<file path="src/rtl/spi_ram_pkg.sv">
// Shared command encoding for the SPI burst RAM.
package spi_ram_pkg;

  typedef logic [1:0] cmd_t;

  localparam cmd_t CMD_SET_WA = 2'b00;
  localparam cmd_t CMD_WRITE  = 2'b01;
  localparam cmd_t CMD_SET_RA = 2'b10;
  localparam cmd_t CMD_READ   = 2'b11;

endpackage

</file>
<file path="src/rtl/spi_burst_ram_if.sv">
// Frame and response signals between the SPI slave and the burst RAM.
interface spi_burst_ram_if #(
  parameter int DATA_W = 8
) ();

  logic [DATA_W+1:0] din;
  logic              rx_valid;
  logic [DATA_W-1:0] dout;
  logic              tx_valid;
  logic              cmd_err;

  modport master (output din, rx_valid, input dout, tx_valid, cmd_err);
  modport slave  (input din, rx_valid, output dout, tx_valid, cmd_err);

endinterface

</file>
<file path="src/rtl/sp_ram_core.sv">
// Single-port storage array with registered read data.
module sp_ram_core #(
  parameter int DATA_W    = 8,
  parameter int ADDR_W    = 8,
  parameter int MEM_DEPTH = 256
) (
  input  logic              clk,
  input  logic              we,
  input  logic              re,
  input  logic [ADDR_W-1:0] addr,
  input  logic [DATA_W-1:0] wdata,
  output logic [DATA_W-1:0] rdata
);

  logic [DATA_W-1:0] mem [MEM_DEPTH];

  always_ff @(posedge clk) begin
    if (we) mem[addr] <= wdata;
    if (re) rdata <= mem[addr];
  end

endmodule

</file>
<file path="src/rtl/spi_burst_ram.sv">
// Command-decoded burst RAM behind the SPI slave.
// Optional address auto-increment: define SPI_RAM_AUTO_INC_EN.
module spi_burst_ram
  import spi_ram_pkg::*;
#(
  parameter int DATA_W    = 8,
  parameter int ADDR_W    = 8,
  parameter int MEM_DEPTH = 256
) (
  input logic               clk,
  input logic               rst_n,
  spi_burst_ram_if.slave    bus
);

  if (ADDR_W > DATA_W) begin : g_bad_addr_w
    $error("spi_burst_ram: ADDR_W must not exceed DATA_W");
  end
  if (MEM_DEPTH > 2**ADDR_W) begin : g_bad_depth
    $error("spi_burst_ram: MEM_DEPTH must not exceed 2**ADDR_W");
  end

  cmd_t              cmd;
  logic [DATA_W-1:0] payload;
  logic [ADDR_W-1:0] pay_addr;
  logic              in_range;

  logic [ADDR_W-1:0] wr_addr, rd_addr, mem_addr;
  logic              wr_ok, rd_ok;
  logic              mem_we, mem_re, err, wa_load, ra_load;
  logic [DATA_W-1:0] rdata_p0;
  logic              vld_p0, vld_p1, err_p0;
  logic [DATA_W-1:0] dout_p1;

  assign cmd      = cmd_t'(bus.din[DATA_W+1:DATA_W]);
  assign payload  = bus.din[DATA_W-1:0];
  assign pay_addr = payload[ADDR_W-1:0];
  assign in_range = 32'(pay_addr) < 32'(MEM_DEPTH);

`ifdef SPI_RAM_AUTO_INC_EN
  // Wrap at the populated depth, not at the address-space limit.
  function automatic logic [ADDR_W-1:0] next_addr(input logic [ADDR_W-1:0] a);
    return (32'(a) == 32'(MEM_DEPTH - 1)) ? '0 : a + 1'b1;
  endfunction
`endif

  // Frames during reset are ignored so a reset cannot coincide with a write.
  always_comb begin
    mem_we   = 1'b0;
    mem_re   = 1'b0;
    mem_addr = rd_addr;
    err      = 1'b0;
    wa_load  = 1'b0;
    ra_load  = 1'b0;
    if (rst_n && bus.rx_valid) begin
      unique case (cmd)
        CMD_SET_WA: if (in_range) wa_load = 1'b1; else err = 1'b1;
        CMD_WRITE: begin
          if (wr_ok) begin
            mem_we   = 1'b1;
            mem_addr = wr_addr;
          end else begin
            err = 1'b1;
          end
        end
        CMD_SET_RA: if (in_range) ra_load = 1'b1; else err = 1'b1;
        CMD_READ:   if (rd_ok) mem_re = 1'b1; else err = 1'b1;
        default:    err = 1'b0;
      endcase
    end
  end

  sp_ram_core #(
    .DATA_W   (DATA_W),
    .ADDR_W   (ADDR_W),
    .MEM_DEPTH(MEM_DEPTH)
  ) u_core (
    .clk  (clk),
    .we   (mem_we),
    .re   (mem_re),
    .addr (mem_addr),
    .wdata(payload),
    .rdata(rdata_p0)
  );

  // Stage p0: array read issued; stage p1: data presented with tx_valid.
  always_ff @(posedge clk) begin
    if (!rst_n) begin
      wr_addr <= '0;
      rd_addr <= '0;
      wr_ok   <= 1'b0;
      rd_ok   <= 1'b0;
      vld_p0  <= 1'b0;
      vld_p1  <= 1'b0;
      err_p0  <= 1'b0;
      dout_p1 <= '0;
    end else begin
      err_p0 <= err;
      vld_p0 <= mem_re;
      vld_p1 <= vld_p0;
      if (vld_p0) dout_p1 <= rdata_p0;
      if (wa_load) begin
        wr_addr <= pay_addr;
        wr_ok   <= 1'b1;
      end
      if (ra_load) begin
        rd_addr <= pay_addr;
        rd_ok   <= 1'b1;
      end
`ifdef SPI_RAM_AUTO_INC_EN
      if (mem_we) wr_addr <= next_addr(wr_addr);
      if (mem_re) rd_addr <= next_addr(rd_addr);
`endif
    end
  end

  assign bus.dout     = dout_p1;
  assign bus.tx_valid = vld_p1;
  assign bus.cmd_err  = err_p0;

endmodule
</file>
<file path="src/flat_wrapper.sv">
// flat-port wrapper written by rule: the top's interface ports become plain ports
module spi_burst_ram_flat import spi_ram_pkg::*;
#(
  parameter int DATA_W    = 8,
  parameter int ADDR_W    = 8,
  parameter int MEM_DEPTH = 256
)
  (clk, rst_n, bus_din, bus_rx_valid, bus_dout, bus_tx_valid, bus_cmd_err);
  spi_burst_ram_if #(.DATA_W(DATA_W)) bus_i ();
  input logic clk;
  input logic rst_n;
  input wire logic [$bits(bus_i.din)-1:0] bus_din;
  input wire logic [$bits(bus_i.rx_valid)-1:0] bus_rx_valid;
  output wire logic [$bits(bus_i.dout)-1:0] bus_dout;
  output wire logic [$bits(bus_i.tx_valid)-1:0] bus_tx_valid;
  output wire logic [$bits(bus_i.cmd_err)-1:0] bus_cmd_err;
  assign bus_i.din = bus_din;
  assign bus_i.rx_valid = bus_rx_valid;
  assign bus_dout = bus_i.dout;
  assign bus_tx_valid = bus_i.tx_valid;
  assign bus_cmd_err = bus_i.cmd_err;
  spi_burst_ram #(.DATA_W(DATA_W), .ADDR_W(ADDR_W), .MEM_DEPTH(MEM_DEPTH)) u_core (.clk(clk), .rst_n(rst_n), .bus(bus_i));
endmodule
</file>
<file path="config.mk">
export PLATFORM = sky130hd
export DESIGN_NAME = spi_burst_ram_flat
export DESIGN_NICKNAME = d
export VERILOG_FILES = /design/src/rtl/spi_ram_pkg.sv /design/src/rtl/spi_burst_ram_if.sv /design/src/rtl/sp_ram_core.sv /design/src/rtl/spi_burst_ram.sv /design/src/flat_wrapper.sv
export SDC_FILE = /design/constraint.sdc
export NUM_CORES = 2
export LEC_CHECK = 0
export ABC_CLOCK_PERIOD_IN_PS = 4500
export CAP_MARGIN = 20
export CORE_ASPECT_RATIO = 1.4
export CORE_MARGIN = 3
export CORE_UTILIZATION = 47
export CTS_BUF_LIST = sky130_fd_sc_hd__clkbuf_4 sky130_fd_sc_hd__clkbuf_8
export DETAILED_ROUTE_END_ITERATION = 8
export PLACE_DENSITY = 0.61
export SYNTH_ARGS = -nofsm -noshare
export SYNTH_HDL_FRONTEND = slang
export SYNTH_SLANG_ARGS = --single-unit
</file>
<file path="constraint.sdc">
create_clock -name clk -period 4.5 [get_ports clk]
set_input_delay 0.9 -clock clk [delete_from_list [all_inputs] [get_ports clk]]
set_output_delay 0.9 -clock clk [all_outputs]
set_load 0.01 [all_outputs]
</file>
==> key figures <==
Pwr
  • Cell internal pwr: 29.26 mW
  • Pwr Density: 386.6 nW/um2
  • Pwr Total: 37.25 mW
  • Combinational share of power: 2.9%
  • Leakage: 28.46 nW
  • Peak VDD IR: 344.1 uV
  • Clock power frac: 39.9%
  • Switch share: 21.45%
  • Flop pwr share: 57.3%
  • Net Sw Power: 7.992 mW

Layout
  • Syn-to-layout area delta: 16.15%
  • Share of layout cells above drive strength 1: 19.03%
  • Number of fill cells in the layout: 13910
  • Register Area: 62320 um2
  • Core Util, Final: 55.19%
  • Cell area after layout: 96360 um2
  • Fin nets: 6339
  • Non-filler instance count after layout: 8840
  • Area of the multi-input gates: 18500 um2

Die
  • Ports: 23
  • Die W: 361.1 um
  • Die Span Y: 503.1 um
  • Cell Rows: 181
  • Core area: 174600 um2
  • Starting utilization of the core area: 47.52%
  • Die area: 181700 um2

Logic synthesis
  • FF+latch count, synth: 2085
  • Mapped Area: 82970 um2
  • Seq/Total Area, Yosys: 75.11%
  • Synth Area in Simple Gates: 2.108%
  • Xor/xnor share of the synthesized area: 0%
  • Synth warn: 0
  • Mux contribution to synthesized area: 0.09652%
  • Largest family of logic cells by synthesized area: compound AO/OA/AOI/OAI gates
  • Avg Cell Area, Syn: 14.26 um2
  • Syn_nets: 5831
  • Post-Synth Adder-Cell Area: 0%
  • Syn Inst Count: 5818
  • Synth unique cells: 42
  • Compound-Gate Fraction of Synth Area: 19.92%

STA
  • Fmax: 0.2194 GHz
  • Setup violations, final: 2
  • Max-Slew Margin vs Limit: 21.77%
  • Final worst hold slack: 0.3362 ns
  • Worst setup margin: -0.05700 ns
  • Sum Neg Setup Slack: -0.07859 ns
  • Min Tclk post-route: 4.557 ns
  • Max-slew violations: 0
  • Clk_skew: 0.07270 ns
  • Final Hold Violating Endpoints: 0
  • Final Cycle Share: 101.3%
  • RSZ-0062 raised after global routing: no
  • Actual slew at the worst max-slew pin: 1.158 ns

Placed design
  • Port bufs: 22
  • Gp weighted congestion: 0.8826
  • DPL Wire Length: 156700 um
  • Cell Area, Placed: 90480 um2
  • Placed Instances: 8290
  • DP Worst Slack: -1.239 ns

Route
  • Via-to-Cell Ratio: 6.580
  • Remaining DRCs: 0
  • Met1 Wirelength: 99500 um
  • Highest routed layer: met5
  • WL final: 268400 um
  • WL met2: 131100 um
  • Via count: 58160
  • Met3 wire len: 23230 um
  • DRT Pass-1 Iters: 6
  • Antenna viol nets, final: 0
  • DR WL/cell: 30.36 um
  • Starting DRT DRC Count: 7296

GRT
  • Vias in the first global route: 57240
  • First-pass GRT wire length: 391200 um
  • Initial antenna violation count: 16
  • Largest net degree at the start of global routing: 171
  • Grt ovf: 0
  • GRT Overall Usage: 28.95%

Run status
  • Failing checks: negative setup slack
  • Outcome: finished, violations left

Min path
  • Hold Crit Class: input port to register

Clock network
  • Clock Sink Count: 2085
  • TritonCTS buffer count: 321
  • CTS tree: done
  • H-tree depth: 5
  • Clk_lat worst skew: 1.05 ns
  • Clock Tree Buf Depth: 4
  • Setup bufs post-CTS: 0
  • CTS root buffer: clkbuf_8
  • CTS clk-pin slew, worst paths: 0.07 ns

Critical path
  • Arrival @ worst endpoint: 5.47 ns
  • CP max FO: 149
  • CP required: 5.41 ns
  • CP Class: input port to register
  • Critical path launch point type: input port
  • Worst Setup End Kind: register

Flow run
  • Max Cap Viol: 0
cells by family (layout without fill, tap and decap cells):
logic type / after synthesis / count (layout)
muxes: 8 / 8
buffers and inverters: 573 / 1298
and+or+nand+nor: 396 / 396
DFF: 2085 / 2085
AOI/OAI and AO/OA: 2756 / 2756
other: 0 / 10
sequential cells by signal (all words and copies together), names as in the netlist:
name and count:
u_core.vld_p0 1, u_core.wr_ok 1, u_core.u_core.mem 2048, u_core.u_core.rdata 8
u_core.bus.tx_valid 1, u_core.bus.cmd_err 1, u_core.wr_addr 8, u_core.bus.dout 8
u_core.rd_addr 8, u_core.rd_ok 1
synth_stat cells (all sizes together):
| cell type | number | area share [%] |
|---|---|---|
| clkbuf | 514 | 2.3 |
| nand3b | 5 | 0.045 |
| nor2b | 11 | 0.083 |
| a41oi | 544 | 5.7 |
| o22ai | 1 | 0.0075 |
| o21ai | 2049 | 12 |
| and3 | 3 | 0.023 |
| o21a | 3 | 0.027 |
| or4 | 8 | 0.072 |
| o41ai | 128 | 1.4 |
| a31oi | 1 | 0.026 |
| nor4b | 1 | 0.018 |
| or3 | 5 | 0.038 |
| and2 | 3 | 0.023 |
| a21oi | 8 | 0.12 |
| nand4 | 3 | 0.023 |
| nand2b | 15 | 0.11 |
| a21boi | 16 | 0.14 |
| nor3 | 54 | 0.34 |
| edfxtp | 2056 | 74 |
| nand3 | 5 | 0.030 |
| dfxtp | 29 | 0.70 |
| o31a | 1 | 0.011 |
| a31o | 1 | 0.011 |
| buf | 59 | 0.43 |
| o31ai | 2 | 0.018 |
| nand2 | 64 | 0.30 |
| mux2i | 8 | 0.097 |
| nor4 | 2 | 0.023 |
| a211oi | 2 | 0.033 |
| nor2 | 217 | 0.98 |
power groups by stage:
stage / Sequential (mW) / Combinational (mW) / Clock (mW)
finish: 21.3 / 1.07 / 14.9
global route: 21.3 / 1.11 / 15.9
CTS: 21.3 / 1.06 / 15.0
detailed placement: 21.7 / 1.06 / 0
global placement: 21.7 / 1.04 / 0
floorplan: 21.7 / 0.318 / 0
path summary, 6_finish.rpt:
path	start	slack, ns	to	cells past startpoint
worst max-delay path	rst_n	-0.06	u_core.u_core.rdata[0]$_DFFE_PP_	13
worst min-delay path	bus_din[0]	0.34	u_core.u_core.mem[201][0]$_DFFE_PP_	1
worst max register to register	u_core.wr_ok$_SDFFE_PN0P_	0.11	u_core.u_core.rdata[2]$_DFFE_PP_	11
worst min register to register	u_core.wr_ok$_SDFFE_PN0P_	0.50	u_core.wr_ok$_SDFFE_PN0P_	1
placed cells by master, fill, tap and decap left out, types with 5 or more instances in the layout:
cell type / count
edfxtp_1: 2056
o21ai_0: 2036
buf_4: 648
a41oi_1: 543
clkbuf_8: 325
nor2_1: 215
o41ai_1: 115
clkbuf_4: 100
buf_12: 86
clkinv_1: 79
nand2_1: 60
nor3_1: 52
dfxtp_1: 29
clkinv_2: 23
a21boi_0: 16
clkdlybuf4s50_1: 14
o21ai_1: 13
o41ai_2: 12
nor2b_1: 11
diode_2: 10
nand2b_1: 9
or4_1: 8
mux2i_1: 8
clkinvlp_4: 8
buf_8: 8
a21oi_4: 6
nand2b_2: 6
nand3_1: 5
nand3b_1: 5
or3_1: 5
critical path: stages:
cell	delay (ns)
clkdlybuf4s50_1	0.56
buf_4	0.15
nand3_1	0.14
buf_4	0.21
nor4_4	0.32
buf_4	0.27
buf_12	0.36
o21ai_0	0.21
a41oi_1	0.64
o41ai_1	0.16
buf_4	0.16
a41oi_1	0.75
or4_1	0.24
timing repair:
item,4_1_cts,5_1_grt
hold buffers,0,0
resized for setup,3,3
pin swaps,0,0
setup endpoints to repair,3,3
metal layers:
layer	up-vias	GRT usage [%]
met3	671	5.275
met4	10	15.20
met5	-	0
met1	29630	36.83
li1	24480	-
met2	3375	47.62
layout make-up:
type | count | area share, %
clock buffers | 425 | 5.421
well taps | 2287 | 2.970
flip-flops and latches | 2085 | 64.67
repair buffers | 758 | 7.115
diodes | 10 | 0.02597
clock inverters | 115 | 0.6012
multi-input cells | 3160 | 19.19
No activity file was read; power rests on OpenSTA's default activity.
